<file path="src/rtl/board_wb_arbiter.sv">
// Two-master Wishbone arbiter for the board slave: M0 = game logic, M1 = VGA drawer.
// Round-robin on ties, ownership held for the whole cycle, abort on slave timeout.
`timescale 1ns / 1ps

module board_wb_arbiter #(
    parameter int unsigned ADDR_W  = 10,
    parameter int unsigned DATA_W  = 8,
    parameter int unsigned TIMEOUT = 15
) (
    input  logic              clk,
    input  logic              rst,
    // Master 0 (game logic)
    input  logic              m0_cyc,
    input  logic              m0_stb,
    input  logic              m0_we,
    input  logic [ADDR_W-1:0] m0_adr,
    input  logic [DATA_W-1:0] m0_dat_w,
    output logic [DATA_W-1:0] m0_dat_r,
    output logic              m0_ack,
    output logic              m0_err,
    // Master 1 (VGA board drawer)
    input  logic              m1_cyc,
    input  logic              m1_stb,
    input  logic              m1_we,
    input  logic [ADDR_W-1:0] m1_adr,
    input  logic [DATA_W-1:0] m1_dat_w,
    output logic [DATA_W-1:0] m1_dat_r,
    output logic              m1_ack,
    output logic              m1_err,
    // Slave
    output logic              s_cyc,
    output logic              s_stb,
    output logic              s_we,
    output logic [ADDR_W-1:0] s_adr,
    output logic [DATA_W-1:0] s_dat_w,
    input  logic [DATA_W-1:0] s_dat_r,
    input  logic              s_ack,
    // Current owner, one-hot; 00 when idle or aborting
    output logic [1:0]        grant
);

    localparam int unsigned CNT_W = (TIMEOUT < 2) ? 1 : $clog2(TIMEOUT + 1);
    // Value the counter holds in the stalled cycle that would make it reach TIMEOUT
    localparam logic [CNT_W-1:0] CNT_LAST = CNT_W'(TIMEOUT - 1);

    typedef enum logic [1:0] {
        StIdle,
        StOwn0,
        StOwn1,
        StAbort
    } state_t;

    state_t           state;
    logic             last_grant;  // 0 = M0 was served last, 1 = M1
    logic [CNT_W-1:0] wait_cnt;
    logic             own_cyc;
    logic             own_is_m1;

    // Owner's cyc line and identity, used by the FSM to detect release
    always_comb begin
        own_is_m1 = (state == StOwn1);
        own_cyc   = own_is_m1 ? m1_cyc : m0_cyc;
    end

    // Arbitration FSM with registered grant, round-robin memory and stall counter
    always_ff @(posedge clk or negedge rst) begin
        if (!rst) begin
            state      <= StIdle;
            last_grant <= 1'b1;
            wait_cnt   <= '0;
            grant      <= 2'b00;
        end else begin
            case (state)
                StIdle: begin
                    wait_cnt <= '0;
                    // M0 wins when alone, or on a tie when M1 was served last
                    if (m0_cyc && (!m1_cyc || last_grant)) begin
                        state <= StOwn0;
                        grant <= 2'b01;
                    end else if (m1_cyc) begin
                        state <= StOwn1;
                        grant <= 2'b10;
                    end
                end
                StOwn0, StOwn1: begin
                    if (!own_cyc) begin
                        state      <= StIdle;
                        grant      <= 2'b00;
                        last_grant <= own_is_m1;
                        wait_cnt   <= '0;
                    end else if (s_ack) begin
                        // An ack in the would-be timeout cycle still completes the beat
                        wait_cnt <= '0;
                    end else if (s_stb) begin
                        if (wait_cnt == CNT_LAST) begin
                            state      <= StAbort;
                            grant      <= 2'b00;
                            last_grant <= own_is_m1;
                            wait_cnt   <= '0;
                        end else begin
                            wait_cnt <= wait_cnt + CNT_W'(1);
                        end
                    end
                end
                StAbort: begin
                    state    <= StIdle;
                    grant    <= 2'b00;
                    wait_cnt <= '0;
                end
                default: begin
                    state    <= StIdle;
                    grant    <= 2'b00;
                    wait_cnt <= '0;
                end
            endcase
        end
    end

    // Bus steering: owner drives the slave, the other master sees all zeros
    always_comb begin
        s_cyc    = 1'b0;
        s_stb    = 1'b0;
        s_we     = 1'b0;
        s_adr    = '0;
        s_dat_w  = '0;
        m0_dat_r = '0;
        m0_ack   = 1'b0;
        m0_err   = 1'b0;
        m1_dat_r = '0;
        m1_ack   = 1'b0;
        m1_err   = 1'b0;
        unique case (state)
            StOwn0: begin
                s_cyc    = m0_cyc;
                s_stb    = m0_stb;
                s_we     = m0_we;
                s_adr    = m0_adr;
                s_dat_w  = m0_dat_w;
                m0_dat_r = s_dat_r;
                m0_ack   = s_ack & m0_stb;
            end
            StOwn1: begin
                s_cyc    = m1_cyc;
                s_stb    = m1_stb;
                s_we     = m1_we;
                s_adr    = m1_adr;
                s_dat_w  = m1_dat_w;
                m1_dat_r = s_dat_r;
                m1_ack   = s_ack & m1_stb;
            end
            StAbort: begin
                // last_grant was loaded with the aborted owner on entry
                m0_err = ~last_grant;
                m1_err = last_grant;
            end
            default: ;
        endcase
    end

endmodule
</file>
<file path="config.mk">
export PLATFORM = sky130hd
export DESIGN_NAME = board_wb_arbiter
export DESIGN_NICKNAME = d
export VERILOG_FILES = /design/src/rtl/board_wb_arbiter.sv
export SDC_FILE = /design/constraint.sdc
export NUM_CORES = 1
export LEC_CHECK = 0
export ABC_AREA = 1
export BUFFER_PORTS_ARGS = -buffer_cell sky130_fd_sc_hd__buf_2
export CORE_MARGIN = 1.5
export CORE_UTILIZATION = 38
export DETAILED_ROUTE_END_ITERATION = 8
export PLACE_DENSITY = 0.81
export SYNTH_ARGS = -nofsm -noshare
export SYNTH_HDL_FRONTEND = slang
export SYNTH_SLANG_ARGS = --single-unit
</file>
<file path="constraint.sdc">
create_clock -name clk -period 1.82 [get_ports clk]
set_input_delay 0.182 -clock clk [delete_from_list [all_inputs] [get_ports clk]]
set_output_delay 0.182 -clock clk [all_outputs]
set_load 0.01 [all_outputs]
</file>
==> results.md, run 1 <==
- Min Hold Slack: 0.213 ns
- Leakage: 1.12 nW
- Kind of start point of the critical path: register
- Final core occ: 0.625
- Cells after Synth: 197
- R2r setup slk: 0.26 ns
- Fin crit share: 0.943
- Clk_skew: 0.00354 ns
- Area grow syn2layout: 56.7%
- NumNets Final: 356
- P_int: 0.00102 W
- Die W: 56.6 µm
- Crit-path cells: inv_1 -> ha_4 -> inv_2 -> buf_6 -> a21oi_1 -> buf_2
- Final hold vios: 0
- IO Count: 96
- FF-to-FF End: grant[0]$_DFFE_PN0P_
- Detailed Route Iter0 Violations: 89
- Clock tree buffer depth: 2
- GRT overflow: 0
- Gr usage total: 0.191
- Maximum VDD drop: 0.839 mV
- Vias in the first global route: 1216
- Ant. Diodes: 0
- Post-synth net total: 257
- H-tree depth: 1
- Hold Path End: wait_cnt[2]$_DFFE_PN0P_
- P per Cell Area: 1240 nW/µm²
- Most common cell after layout, fill and taps aside: buf_2
- CTS Root Cell: clkbuf_4
- Min-delay src: s_ack
- First-pass GRT wire length: 5.11 mm
- Worst setup path start: state[1]$_DFFE_PN0P_
- Worst Setup Path Type: reg2out
- Vias: 1472
- Layout cells sized above 1: 0.403
- Placement Cell Area: 1600 µm²
- Hpwl dp: 2.54 mm
- Crit path time final: 1.72 ns
- CTS tree: built
- Sw power: 0.00109 W
- Drc violations: 0
- Sw Ratio: 0.517
- Crit path max fanout: 16
- Cell Area, Synth: 1090 µm²
- Slew Limit Fails: 0
- Worst relative slew slack: 0.797
- Gp weighted congestion: 0.884
- First drt pass iteration count: 4
- Most frequent cells in the layout: 95 x buf_2, 86 x nand2_1, 31 x inv_1, 21 x a21oi_1, 10 x nand3_1
- Reg2Reg Launch Point: state[1]$_DFFE_PN0P_
- Routed Antenna Nets: 0
- Final WL: 3.27 mm
- Row cnt: 19
- Final setup vio count: 0
- Initial antenna violation count: 0
- Critical-path top delay cell: dfrtp_2
- CTS Buf Count: 3
- Yosys cell types: 19
- Max stage delay on crit path: 0.41 ns
- R2r worst-path depth: 9
- Die Span Y: 56.6 µm
- Hold Path Class: in2reg
- Status: completed
- Core ar.: 2730 µm²
- Die area: 3200 µm²
- Seq pwr share: 0.146
- Port buffer count: 95
- Largest net degree at the start of global routing: 29
- Yosys reg bits: 9
- Synth warn: 0
- Worst-Skew Late Latency: 0.26 ns
- Worst Tran Pin Value: 0.301 ns
- RSZ-0062 raised after global routing: no
- Initial core utilization: 0.399
- Fillers: 259
- Sequential area share after synthesis: 0.208
- Logic gate share of total power: 0.781
- Critical Path End Type: output port
- Worst hold stages: 4
- Avg Cell Area, Syn: 5.53 µm²
- Clk slew on worst S/H paths: 0.06 ns
- Max Fclk: 583 MHz
- Final instance area: 1710 µm²
- Max Cap Viol: 0
- Vias per cell: 4.52
- Critical path arrival: 1.53 ns
- Worst EP required: 1.64 ns
- Routed WL per cell: 10.0 µm
- Clock power share: 0.073
- Clk sinks: 9
- Final TNS setup: 0 ns
==> worst max-delay path: cells and delay by family (launching register included) <==
kind            cells  cell delay (ns)
compound gates      1             0.06
fa+ha+maj           1             0.23
buf+inv             4             0.58
flops               1             0.41
==> metal layers <==
layer  up-vias  global-route usage  routed length (µm)
li1        796                   -                   -
met1       620               0.233                1420
met2        56               0.350                1600
met3         0              0.0230                 247
met4         0              0.0510                   0
met5         -                   0                   0
==> timing repair <==
action | CTS | global route
endpoints found under the hold margin | 9 | 0
gates resized for setup | 4 | 10
buffers inserted | 0 | 2
hold buffers | 1 | 0
setup endpoints to repair | 20 | 21
==> area by class of cell <==
cell class | count | area (µm²) | share of cell area
tap | 31 | 38.8 | 0.0227
clock buffer | 4 | 26.3 | 0.0154
inverter | 33 | 124 | 0.0725
timing repair buffer | 102 | 551 | 0.322
sequential | 9 | 228 | 0.133
multi-input combinational | 147 | 741 | 0.434
==> sequential cells by signal, summed over array words and instances (netlist names) <==
register	cells
wait_cnt	4
grant	2
state	2
last_grant	1
==> cell families (layout without fill, tap and decap cells) <==
group	count (synthesis)	after routing	share of synthesized area
adders and majority gates	7	7	0.0804
DFF	9	9	0.208
and+or+nand+nor	112	112	0.426
AOI/OAI and AO/OA	28	28	0.137
buffers and inverters	41	139	0.149
==> power groups by stage <==
stage / combinational [W] / clock (W) / sequential [W]
detailed placement: 0.00147 / 0 / 0.000317
floorplan: 0.000969 / 0 / 0.000319
global placement: 0.00147 / 0 / 0.000315
CTS: 0.00152 / 0.000157 / 0.000316
global route: 0.00183 / 0.000167 / 0.000314
finish: 0.00165 / 0.000154 / 0.000308
==> cell usage after synthesis, drive strengths merged <==
| library cell | number | area, µm² |
|---|---|---|
| a21oi | 22 | 114 |
| buf | 5 | 27.5 |
| clkbuf | 3 | 11.3 |
| dfrtp | 8 | 200 |
| dfstp | 1 | 26.3 |
| ha | 7 | 87.6 |
| inv | 33 | 124 |
| nand2 | 91 | 354 |
| nand3 | 10 | 50.1 |
| nand3b | 2 | 15.0 |
| nand4 | 1 | 6.26 |
| nor2 | 7 | 33.8 |
| nor3 | 1 | 5.00 |
| o211ai | 2 | 15.0 |
| o21ai | 4 | 20.0 |
==> per-stage QoR <==
step	power [W]	setup WS, ns	instances
after floorplan	0.00129	0.285	197
after global placement	0.00178	0.196	319
after detailed placement	0.00179	0.179	319
after CTS	0.00199	0.00183	324
after global routing	0.00231	0.0221	326
final	0.00211	0.105	326
==> worst max path at each step <==
stage | to | slack (ns) | cells after the start
floorplan | state[1]$_DFFE_PN0P_ | 0.29 | 9
global placement | state[0]$_DFFE_PN0P_ | 0.20 | 9
detailed placement | grant[0]$_DFFE_PN0P_ | 0.18 | 9
CTS | s_we | 0.002 | 6
global route | s_dat_w[2] | 0.02 | 6
finish | s_dat_w[2] | 0.10 | 6
Note: power is estimated with default switching activity, not from simulation.
==> inputs of run 2 (changes only) <==
- ABC_AREA: 1 -> default
- CORE_UTILIZATION: 38 -> 36
- PLACE_DENSITY: 0.81 -> 0.8
==> results.md, run 2 <==
- Status: completed
- Layout cells sized above 1: 0.522 (+0.119)
- Largest delay contributor family on the critical path: buffers and inverters
- Port buffer count: 95 (unchanged)
- Die Span Y: 55.1 µm (-2.5%)
- Die W: 55.1 µm (-2.5%)
- Buf/Inv on CP: 3 (-1)
- Worst relative slew slack: 0.795 (-0.00204)
- Crit path time final: 1.77 ns (+0.0564 ns)
- Final WL: 3.25 mm (-0.76%)
- Critical-path top delay cell: dfrtp_1
- Final TNS setup: 0 ns (unchanged)
- Crit path max fanout: 10 (-6)
- Yosys reg bits: 9 (unchanged)
- Ys async rst share: 1.00 (unchanged)
- Leakage: 0.882 nW (-21%)
- Initial antenna violation count: 0 (unchanged)
- Row cnt: 18 (-1)
- Vias: 1315 (-11%)
- GRT overflow: 0 (unchanged)
- NumNets Final: 289 (-19%)
- Worst-Skew Late Latency: 0.27 ns (about the same)
- Die area: 3040 µm² (-4.9%)
- EDFF count, synth: 0 (unchanged)
- Cell Area, Synth: 978 µm² (-10%)
- Initial core utilization: 0.388 (-0.0107)
- Clk slew on worst S/H paths: 0.07 ns (about the same)
- Worst EP required: 1.64 ns (about the same)
- Largest cells by area after synthesis: dfrtp_1 20%, a22oi_1 16%, and2_1 11%, nor2_1 9.6%, ha_1 9.0%
- Critical Path End Type: output port
- Finished Layout Cells: 258 (-21%)
- Logic gate share of total power: 0.784 (+0.003)
- Clock tree buffer depth: 2 (unchanged)
- Sw power: 0.00106 W (-3.2%)
- Max Cap Viol: 0 (unchanged)
- Dominant synthesized flop cell: dfrtp_1
- Final hold vios: 0 (unchanged)
- Critical path arrival: 1.59 ns (+0.06 ns)
- Largest net degree at the start of global routing: 30 (+3.4%)
- Multi-input logic area: 738 µm² (-0.34%)
- R2r setup slk: 0.09 ns (-0.17 ns)
- CTS Buf Count: 3 (unchanged)
- P_int: 0.00115 W (+13%)
- Crit-path cells: buf_4 -> ha_2 -> a22oi_2 -> buf_4 -> nor2_1 -> buf_2
- IO Count: 96 (unchanged)
- Sw Ratio: 0.480 (-0.0376)
- Max Fclk: 564 MHz (-3.2%)
- Hold Path Class: in2reg
- Sequential area share after synthesis: 0.231 (+0.0237)
- Gr usage total: 0.205 (+0.0132)
- Crit path top cell by count: buf_4
- CTS Root Cell: clkbuf_4
- Hpwl dp: 2.52 mm (-0.78%)
- Worst Tran Pin Value: 0.304 ns (+0.00343 ns)
- Ant. Diodes: 0 (unchanged)
- Seq pwr share: 0.140 (-0.006)
- P per Cell Area: 1370 nW/µm² (+11%)
- Core ar.: 2520 µm² (-7.7%)
- First drt pass iteration count: 4 (unchanged)
- Worst setup path start: state[0]$_DFFE_PN0P_
- Fillers: 233 (-10%)
- Share of the synthesized area in the top cell type: 0.205 (-0.0916)
- Routed WL per cell: 12.6 µm (+25%)
- Most frequent cell after synthesis: nor2_1
- Slew Limit Fails: 0 (unchanged)
- Synth warn: 0 (unchanged)
- CTS tree: built
- Area occupied by registers: 226 µm² (-0.55%)
- Largest regs: wait_cnt: 4 flops, grant: 2 flops, state: 2 flops
- Min-delay src: m0_cyc
- Largest Register: wait_cnt
- Routed Antenna Nets: 0 (unchanged)
- Max stage delay on crit path: 0.41 ns (about the same)
- Drc violations: 0 (unchanged)
- Fin crit share: 0.974 (+0.0310)
- Dominant cell type by area after synthesis: dfrtp_1
- Clk sinks: 9 (unchanged)
- Final setup vio count: 0 (unchanged)
- Area grow syn2layout: 64.4%
- Synth top cells by count: 25 x nor2_1, 21 x a22oi_1, 17 x and2_1, 8 x dfrtp_1, 7 x ha_1
- DP Cell Count: 251 (-21%)
- Maximum VDD drop: 1.24 mV (+48%)
- Final core occ: 0.638 (+0.0132)
- Detailed Route Iter0 Violations: 24 (-73%)
- Vias per cell: 5.10 (+13%)
- Worst Setup Path Type: reg2out
- Cells after Synth: 129 (-35%)
- Reg2Reg Launch Point: state[1]$_DFFE_PN0P_
- Max reg flops: 4 (unchanged)
- Post-synth net total: 189 (-26%)
- Kind of start point of the critical path: register
- Most frequent cells in the layout: 95 x buf_2, 25 x nor2_1, 19 x a22oi_1, 17 x and2_1, 8 x dfrtp_1
- First-pass GRT wire length: 4.53 mm (-11%)
- Clock power share: 0.076 (+0.003)
- Gp weighted congestion: 0.805 (-9.0%)
- Vias in the first global route: 1049 (-14%)
- Yosys cell types: 32 (+13)
- H-tree depth: 1 (unchanged)
- Most common cell after layout, fill and taps aside: buf_2
- Setup ws final: 0.0481 ns (-0.0564 ns)
- Clk_skew: 0.0102 ns (+0.00666 ns)
- Placement Setup Slack: 0.0606 ns (-0.118 ns)
- Avg Cell Area, Syn: 7.58 µm² (+37%)
run 2: changes by cell type after synthesis, moves of 7 or more:
cell     before  now
nand2_1      86    2
inv_1        33    5
a22oi_1       0   21
nor2_1        6   25
and2_1        0   17
a21oi_1      21    5
nand3_1      10    3
run 2: cells by family (layout without fill, tap and decap cells):
kind of cell | Yosys count | in the layout | share of synthesized area
buffers and inverters | 13 | 112 | 0.0524
flip-flops | 9 | 9 | 0.231
AO/OA/AOI/OAI | 35 | 35 | 0.257
adder cells (fa/ha/maj) | 7 | 7 | 0.0895
multiplexers | 5 | 5 | 0.0550
AND/OR/NAND/NOR | 60 | 60 | 0.315
run 2: layout make-up:
cell class,instances,area share
Clock buffer,4,0.0163
Inverter,5,0.0117
Multi-Input combinational cell,107,0.459
Sequential cell,9,0.141
Tap cell,30,0.0233
Timing Repair Buffer,103,0.349
run 2: layer usage:
| layer | vias up | global-route usage | part of all wire |
|---|---|---|---|
| met5 | - | 0 | 0 |
| met3 | 3 | 0.0242 | 0.085 |
| met4 | 0 | 0.0650 | 0.0068 |
| met1 | 599 | 0.241 | 0.41 |
| li1 | 654 | - | - |
| met2 | 59 | 0.381 | 0.50 |
run 2: repair_timing:
item,CTS,global route
buffers inserted,0,2
hold buffers,1,0
resized for setup,3,11
hold endpoints to repair,9,0
setup endpoints to repair,3,33
pin swaps,0,0
run 2: path summary, 6_finish.rpt:
| path | endpoint | cells after the start |
|---|---|---|
| worst max-delay path | s_stb | 6 |
| worst min-delay path | grant[0]$_DFFE_PN0P_ | 3 |
| worst max register to register | grant[1]$_DFFE_PN0P_ | 6 |
| worst min register to register | grant[1]$_DFFE_PN0P_ | 1 |
| max in group asynchronous | last_grant$_DFFE_PN1P_ | 2 |
| min in group asynchronous | grant[0]$_DFFE_PN0P_ | 2 |
run 2: worst reg2reg max path, stage by stage (launching register included):
cell	delay, ns
dfrtp_1	0.39
buf_4	0.16
ha_4	0.17
mux2_2	0.23
nand2_2	0.09
o21ai_4	0.22
mux2_1	0.34
run 2: through the flow:
step	hold WS, ns	total power, W	instance area [µm²]
global placement	0.0437	0.00184	1500
CTS	0.234	0.00205	1550
global route	0.246	0.00240	1610
detailed placement	0.0432	0.00185	1500
floorplan	-0.114	0.00130	978
finish	0.229	0.00221	1610
run 2: power by group through the flow:
stage / combinational (W) / clock, W / sequential (W)
5_1_grt: 0.00191 / 0.000181 / 0.000314
6_report: 0.00173 / 0.000168 / 0.000308
2_1_floorplan: 0.000989 / 0 / 0.000310
3_3_place_gp: 0.00152 / 0 / 0.000313
3_5_place_dp: 0.00153 / 0 / 0.000318
4_1_cts: 0.00157 / 0.000168 / 0.000315
==> inputs of run 3 (changes only) <==
- MAX_ROUTING_LAYER: default -> met4
==> results.md, run 3 (synthesis gave the netlist of run 2 again) <==
- Vias: 1313 (-0.15%)
- CTS tree: built
- Gr usage total: 0.210 (+0.00568)
- Row cnt: 18 (unchanged)
- Reg2Reg Launch Point: state[1]$_DFFE_PN0P_
- Area grow syn2layout: 64.4% (unchanged)
- Ant. Diodes: 0 (unchanged)
- R2r worst-path depth: 6 (unchanged)
- Worst-Skew Late Latency: 0.27 ns (about the same)
- Max Cap Viol: 0 (unchanged)
- Hold Path Class: in2reg
- Hold Path End: grant[0]$_DFFE_PN0P_
- Wire length on met3: 278 µm (+0.36%)
- CTS Root Cell: clkbuf_4
- WL met2: 1.62 mm (-0.25%)
- Max reg flops: 4 (unchanged)
- Die W: 55.1 µm (unchanged)
- Initial core utilization: 0.388 (unchanged)
- Min-delay src: m0_cyc
- Drc violations: 0 (unchanged)
- Clk slew on worst S/H paths: 0.07 ns (about the same)
- Top Layer Used: met4
- Kind of start point of the critical path: register
- Setup ws final: 0.0501 ns (+0.00197 ns)
- CTS Buf Count: 3 (unchanged)
- NumNets Final: 289 (unchanged)
- Fin crit share: 0.972 (-0.00108)
- Placement Setup Slack: 0.0606 ns (unchanged)
- Hpwl dp: 2.52 mm (unchanged)
- Largest regs: wait_cnt: 4 flops, grant: 2 flops, state: 2 flops
- Worst Tran Pin Value: 0.304 ns (-0.000370 ns)
- IO Count: 96 (unchanged)
- First drt pass iteration count: 4 (unchanged)
- Clk sinks: 9 (unchanged)
- FF-to-FF End: grant[1]$_DFFE_PN0P_
- Most frequent cells in the layout: 95 x buf_2, 25 x nor2_1, 19 x a22oi_1, 17 x and2_1, 8 x dfrtp_1
- Crit path time final: 1.77 ns (-0.00197 ns)
- Worst setup path start: state[0]$_DFFE_PN0P_
- Largest net degree at the start of global routing: 30 (unchanged)
- Gp weighted congestion: 0.816 (+1.5%)
- Layout cells sized above 1: 0.522 (unchanged)
- Most common cell after layout, fill and taps aside: buf_2
- Die area: 3040 µm² (unchanged)
- GRT overflow: 0 (unchanged)
- Leakage: 0.882 nW (unchanged)
- Port buffer count: 95 (unchanged)
- Crit path max fanout: 10 (unchanged)
- Core ar.: 2520 µm² (unchanged)
- Slew Limit Fails: 0 (unchanged)
- R2r setup slk: 0.09 ns (about the same)
- H-tree depth: 1 (unchanged)
- P per Cell Area: 1370 nW/µm² (about the same)
- Critical path arrival: 1.59 ns (about the same)
- Worst Setup Path Type: reg2out
- Clk_skew: 0.00988 ns (-0.000311 ns)
- Final setup vio count: 0 (unchanged)
- Largest Register: wait_cnt
- Worst EP required: 1.64 ns (about the same)
- Critical Path End Type: output port
- Final TNS setup: 0 ns (unchanged)
- Detailed Route Iter0 Violations: 24 (unchanged)
- Final hold vios: 0 (unchanged)
- Routed Antenna Nets: 0 (unchanged)
- Worst relative slew slack: 0.796 (about the same)
- Clock tree buffer depth: 2 (unchanged)
- First-pass GRT wire length: 4.53 mm (unchanged)
- Initial antenna violation count: 0 (unchanged)
- Vias in the first global route: 1049 (unchanged)
- Max Fclk: 565 MHz (+0.11%)
- Worst hold stages: 3 (unchanged)
- Die Span Y: 55.1 µm (unchanged)
- Vias per cell: 5.09 (-0.15%)
- Status: completed
- Final WL: 3.24 mm (about the same)
- M1 WL: 1.32 mm (unchanged)
- Maximum VDD drop: 1.24 mV (about the same)
- Routed WL per cell: 12.6 µm (about the same)
-- run 3: cell counts in the layout (fill, tap and decap cells not counted) --
Identical to the previous run, type by type.
-- run 3: through the flow --
stage	std cells	hold WS, ns	utilization	total power, W	cell area [µm²]
2_1_floorplan	129	-0.114	-	0.00130	978
3_3_place_gp	251	0.0437	0.593	0.00184	1500
3_5_place_dp	251	0.0432	0.593	0.00185	1500
4_1_cts	256	0.234	0.613	0.00205	1550
5_1_grt	258	0.246	0.638	0.00240	1610
6_report	258	0.231	0.638	0.00220	1610
-- run 3: how the worst max path moves through the flow --
stage | endpoint | slack (ns) | depth (start not counted)
CTS | s_adr[7] | 0.003 | 6
floorplan | grant[1]$_DFFE_PN0P_ | 0.18 | 6
finish | s_stb | 0.05 | 6
detailed placement | grant[1]$_DFFE_PN0P_ | 0.06 | 6
global route | s_dat_w[3] | -0.02 | 6
global placement | state[0]$_DFFE_PN0P_ | 0.12 | 6
-- run 3: critical path, cell delays in order, from the launching register on --
cell	delay, ns
dfrtp_1	0.41
buf_4	0.15
ha_2	0.20
a22oi_2	0.18
buf_4	0.19
nor2_1	0.04
buf_2	0.14
-- run 3: area by class of cell --
| type | instances | area (µm²) |
|---|---|---|
| inverter | 5 | 18.8 |
| fill | 233 | 913 |
| clock buffer | 4 | 26.3 |
| tap | 30 | 37.5 |
| multi-input combinational | 107 | 738 |
| sequential | 9 | 226 |
| timing repair buffer | 103 | 562 |
-- run 3: report_power, final --
group | switching [W] | internal (W)
clock network | 0.0000825 | 0.0000849
logic | 0.000929 | 0.000800
registers | 0.0000453 | 0.000263
-- run 3: per-layer routing --
metal  vias to the layer above  track usage
li1                        653            -
met1                       598        0.241
met2                        59        0.381
met3                         3       0.0242
met4                         0       0.0650
met5                         -            -
-- run 3: timing repair --
item	4_1_cts	5_1_grt
resized for setup	3	11
endpoints found under the setup margin	3	33
setup buffers	0	2
hold buffers	1	0
endpoints found under the hold margin	9	0
